==> config.mk <==
export PLATFORM = sky130hd
export DESIGN_NAME = credit_tx_bridge
export DESIGN_NICKNAME = d
export VERILOG_FILES = /design/src/rtl/credit_tx_bridge_pkg.sv /design/src/rtl/credit_tx_fifo.sv /design/src/rtl/credit_tx_bridge.sv
export SDC_FILE = /design/constraint.sdc
export NUM_CORES = 1
export LEC_CHECK = 0
export CORE_AREA = 3 3 75 77
export CTS_CLUSTER_SIZE = 8
export DETAILED_ROUTE_END_ITERATION = 8
export DIE_AREA = 0 0 78 80
export PLACE_DENSITY_LB_ADDON = 0.15
export SLEW_MARGIN = 40
export SYNTH_ARGS = -nofsm -noshare
export SYNTH_HDL_FRONTEND = slang
export SYNTH_HIERARCHICAL = 1
export SYNTH_SLANG_ARGS = --single-unit
export TNS_END_PERCENT = 100
==> constraint.sdc <==
create_clock -name clk -period 7.35 [get_ports clk]
set_input_delay 1.47 -clock clk [delete_from_list [all_inputs] [get_ports clk]]
set_output_delay 1.47 -clock clk [all_outputs]
set_load 0.01 [all_outputs]
==> src/rtl/credit_tx_bridge_pkg.sv <==
// Shared link configuration for the credit-flow input bridge lanes.
// Path width, valid-bit position and default credit depth of the fabric switch input.
package credit_tx_bridge_pkg;

    localparam int PATH_WIDTH   = 8;
    localparam int PATH_BITS    = PATH_WIDTH + 1;
    localparam int VALID_BIT    = PATH_WIDTH;
    localparam int LINK_CREDITS = 2;

endpackage

==> src/rtl/credit_tx_fifo.sv <==
// Synchronous FIFO, power-of-two depth, extra pointer bit disambiguates full from empty.
// Latency: a pushed word is visible at head_dat the cycle after the push.
// Backpressure: caller must not push when full or pop when empty; full_nxt reflects this cycle's update.
module credit_tx_fifo #(
    parameter int WIDTH = 8,
    parameter int DEPTH = 4
) (
    input  logic             clk,
    input  logic             rst,
    input  logic             push,
    input  logic [WIDTH-1:0] push_dat,
    input  logic             pop,
    output logic [WIDTH-1:0] head_dat,
    output logic             empty,
    output logic             full_nxt
);

    localparam int AW = $clog2(DEPTH);

    logic [AW:0]      wr_ptr_q, wr_ptr_d;
    logic [AW:0]      rd_ptr_q, rd_ptr_d;
    logic [WIDTH-1:0] mem_q [DEPTH];

    always_comb begin
        wr_ptr_d = wr_ptr_q + {{AW{1'b0}}, push};
        rd_ptr_d = rd_ptr_q + {{AW{1'b0}}, pop};
    end

    assign empty    = (wr_ptr_q == rd_ptr_q);
    assign full_nxt = (wr_ptr_d[AW] != rd_ptr_d[AW]) &&
                      (wr_ptr_d[AW-1:0] == rd_ptr_d[AW-1:0]);
    assign head_dat = mem_q[rd_ptr_q[AW-1:0]];

    always_ff @(posedge clk or negedge rst) begin
        if (!rst) begin
            wr_ptr_q <= '0;
            rd_ptr_q <= '0;
        end else begin
            wr_ptr_q <= wr_ptr_d;
            rd_ptr_q <= rd_ptr_d;
        end
    end

    // Storage needs no reset: pointers alone define which entries are live.
    always_ff @(posedge clk) begin
        if (push) begin
            mem_q[wr_ptr_q[AW-1:0]] <= push_dat;
        end
    end

endmodule

==> src/rtl/credit_tx_bridge.sv <==
// Credit-flow transmitter lane: buffers host words and launches them into the fabric while credits remain.
// Latency: host accept to d_out valid is 2 cycles (write, launch); one word per cycle while credits last.
// Backpressure: s_ready registered, low when the FIFO fills or conf_en is high; optional stats under CREDIT_TX_STATS_EN.
module credit_tx_bridge
    import credit_tx_bridge_pkg::*;
#(
    parameter int FIFO_DEPTH   = 4,
    parameter int INIT_CREDITS = LINK_CREDITS,
    parameter int CNT_W        = 4
) (
    input  logic                  clk,
    input  logic                  rst,
    input  logic                  conf_en,
    input  logic [PATH_WIDTH-1:0] s_data,
    input  logic                  s_valid,
    output logic                  s_ready,
    output logic [PATH_BITS-1:0]  d_out,
    input  logic                  c_in,
    output logic [CNT_W-1:0]      credits,
    output logic                  err_credit
`ifdef CREDIT_TX_STATS_EN
    ,
    output logic [31:0]           tx_count,
    output logic [31:0]           stall_count
`endif
);

    localparam logic [CNT_W-1:0] CRED_MAX = CNT_W'(INIT_CREDITS);

    logic                  s_ready_q, s_ready_d;
    logic [PATH_BITS-1:0]  d_out_q, d_out_d;
    logic [CNT_W-1:0]      credits_q, credits_d;
    logic                  err_q, err_d;

    logic                  push;
    logic                  launch;
    logic                  fifo_empty;
    logic                  fifo_full_nxt;
    logic [PATH_WIDTH-1:0] head_dat;

    assign push   = s_valid && s_ready_q;
    assign launch = !fifo_empty && (credits_q != '0) && !conf_en;

    credit_tx_fifo #(
        .WIDTH (PATH_WIDTH),
        .DEPTH (FIFO_DEPTH)
    ) u_fifo (
        .clk      (clk),
        .rst      (rst),
        .push     (push),
        .push_dat (s_data),
        .pop      (launch),
        .head_dat (head_dat),
        .empty    (fifo_empty),
        .full_nxt (fifo_full_nxt)
    );

    always_comb begin
        s_ready_d = !fifo_full_nxt && !conf_en;
        d_out_d   = '0;
        credits_d = credits_q;
        err_d     = err_q;
        if (launch) begin
            d_out_d = {1'b1, head_dat};
        end
        // A return in the launch cycle cancels the spend, so it can never overflow.
        if (launch && !c_in) begin
            credits_d = credits_q - 1'b1;
        end else if (!launch && c_in) begin
            if (credits_q == CRED_MAX) begin
                err_d = 1'b1;
            end else begin
                credits_d = credits_q + 1'b1;
            end
        end
    end

    always_ff @(posedge clk or negedge rst) begin
        if (!rst) begin
            s_ready_q <= 1'b0;
            d_out_q   <= '0;
            credits_q <= CRED_MAX;
            err_q     <= 1'b0;
        end else begin
            s_ready_q <= s_ready_d;
            d_out_q   <= d_out_d;
            credits_q <= credits_d;
            err_q     <= err_d;
        end
    end

    assign s_ready    = s_ready_q;
    assign d_out      = d_out_q;
    assign credits    = credits_q;
    assign err_credit = err_q;

`ifdef CREDIT_TX_STATS_EN
    logic [31:0] tx_count_q, tx_count_d;
    logic [31:0] stall_count_q, stall_count_d;
    logic        stall;

    assign stall = !fifo_empty && (credits_q == '0) && !conf_en;

    always_comb begin
        tx_count_d    = tx_count_q + {31'd0, launch};
        stall_count_d = stall_count_q + {31'd0, stall};
    end

    always_ff @(posedge clk or negedge rst) begin
        if (!rst) begin
            tx_count_q    <= '0;
            stall_count_q <= '0;
        end else begin
            tx_count_q    <= tx_count_d;
            stall_count_q <= stall_count_d;
        end
    end

    assign tx_count    = tx_count_q;
    assign stall_count = stall_count_q;
`endif

endmodule

==> metrics.txt <==
clk_skew=3.34 ps; wire length on met2=1.96 mm; max-cap violation count=0; Residual DRC=0; largest net degree at the start of global routing=22; core area=5070 µm²; Root Driver=clkbuf_8; CTS tree=yes; ys flop type=edfxtp_1; remaining antenna violation count after routing=0; Pre-antenna DRT Iters=2; post-synthesis sequential area ratio=66.8%; share of layout cells above drive strength 1=15.2%; yosys warns=6; Min Hold Slack=484 ps; top post-synthesis cells by area=edfxtp_1 43%, dfrtp_1 22%, mux4_2 8.1%; Rows=26; CTS Hold Bufs=0; Final setup viols=0; Yosys top cell by area=edfxtp_1; worst-margin pin slew=809 ps; synthesized area=2230 µm²; Synth async-reset ratio=39.6%; via count=1171; most frequent cells in the layout=32 x edfxtp_1, 26 x clkdlybuf4s50_1, 20 x dfrtp_1, 9 x and2_1; outcome=finished clean; DP HPWL=2.46 mm; Max FO, Critical Path=13; Avg Inst Size Synth=16.6 µm²; drt initial violations=13; leakage=0.996 nW; TNS Setup=0 ps; # H-tree levels=2; post-CTS setup buffer count=0; Reg clk slew, reported paths=90 ps; Final Hold Violating Endpoints=0; final wirelength=3.64 mm; Post-synth EDFFs=32; Antenna diodes=0; global route total overflow=0; Routability Congestion=0.746; Slew Limit Headroom=45.8%; PortBufs=27; RR Startpoint=u_fifo/rd_ptr_q[0]$_DFF_PN0_; vias per cell=5.00; most common cell after layout, fill and taps aside=edfxtp_1; post_cts resized=0; distinct cell type count after synthesis=38; Post-Layout Cell Count=234; maximum VDD drop=173 µV; min-delay worst type=reg2reg; Die Wd=78 µm; first-pass GRT wire length=6.04 mm; uppermost routed layer=met4; Mapped Cells=134; CP Class=in2reg; drt wl/cell=15.6 µm; Clk Latency, worst-skew pair=300 ps; Slew Limit Fails=0; vias in the first global route=1244; Fmax=0.266 GHz; final worst path period share=51.1%; Die ar.=6240 µm²; area share of the largest cell type after synthesis=43.1%; Setup crit start=conf_en; die height=80 µm; Placed Cells=226; Power Dens Cells=405 nW/µm²; GRT Total Usage=13.0%; CP startpoint kind=input port; Worst EP arrival=3950 ps; TritonCTS Buffers=5; clock buffer depth=2; Area Overhead vs Synth=19.3%; met3 wire len=167 µm; unrepaired setup endpoints after global routing=false; CP required=7540 ps; syn nets=155; critical path capture point type=register; initial antenna violation count=0; synthesized flop and latch total=53; hold path startpoint=err_credit$_DFFE_PN0P_; shortest period the worst path allows=3750 ps; DRT met1 WL=1.45 mm; nets=184; clock sinks=53; I/O pins=28; Initial Util=43.9%
## critical path: stages
cell             delay [ps]
clkdlybuf4s50_1         440
nor3_2                  670
ha_1                    390
xor2_1                  100
ha_1                    190
a21oi_1                 140
mux2i_1                 210
mux2_2                  340
## cell families (layout without fill, tap and decap cells)
kind of cell             count (synthesis)  after routing  share of synthesized area, %
AO/OA/AOI/OAI                           12             12                          5.11
XOR/XNOR                                 8              8                          3.14
adder cells (fa/ha/maj)                  8              8                          4.49
buffers and inverters                   11             41                          2.69
flip-flops                              53             53                          66.8
multiplexers                            10             10                          9.04
AND/OR/NAND/NOR                         32             32                          8.76
## synthesized netlist by cell type, types with 2 or more instances
library cell / n
and2_1: 9
buf_2: 3
buf_6: 2
dfrtp_1: 20
edfxtp_1: 32
ha_1: 8
inv_1: 5
mux4_2: 8
nand2_1: 3
nor2_1: 6
nor3_1: 2
nor3b_1: 2
nor4_1: 2
o21ai_0: 2
xnor2_1: 2
xor2_1: 6
## flip-flops by register name, indices dropped and copies added, names as in the netlist
register	cells
credits	4
u_fifo/mem_q	32
s_ready	1
u_fifo/wr_ptr_q	3
err_credit	1
u_fifo/rd_ptr_q	3
d_out	9
## metrics by stage
| step | utilization (%) | cell area (µm²) | setup WS [ps] | total power, mW |
|---|---|---|---|---|
| after CTS | 52.4 | 2660 | 3540 | 1.10 |
| after global placement | 50.3 | 2550 | 3320 | 0.887 |
| final | 52.4 | 2660 | 3600 | 1.08 |
| after detailed placement | 50.2 | 2550 | 3200 | 0.900 |
| after global routing | 52.4 | 2660 | 3400 | 1.15 |
| after floorplan | - | 2230 | 4130 | 0.754 |
## where the power goes
part	switching, mW	internal, mW
sequential	0.0871	0.403
clock	0.0901	0.102
combinational	0.171	0.224
total	0.348	0.729
## per-layer routing
layer	track usage, %	up-vias
met3	3.50	7
met5	0	-
li1	-	553
met1	13.7	585
met4	5.42	0
met2	24.2	26
## worst paths after layout
kind / slack [ps] / to / cells past startpoint
hold / removal: 480 / err_credit$_DFFE_PN0P_ / 1
setup / recovery: 3600 / credits[2]$_DFFE_PN0P_ / 8
min in group asynchronous: 1130 / u_fifo/rd_ptr_q[1]$_DFF_PN0_ / 1
setup reg to reg: 4170 / credits[2]$_DFFE_PN0P_ / 9
max in group asynchronous: 5870 / credits[1]$_DFFE_PN1P_ / 1
hold reg to reg: 480 / err_credit$_DFFE_PN0P_ / 1
## area by class of cell
cell class / instances / area (µm²)
multi-input cells: 70 / 681
well taps: 70 / 87.6
flip-flops and latches: 53 / 1490
inverters: 5 / 18.8
repair buffers: 28 / 273
clock buffers: 6 / 72.6
clock inverters: 2 / 38.8
fillers: 456 / 2420
(Power assumes the default switching activity.)
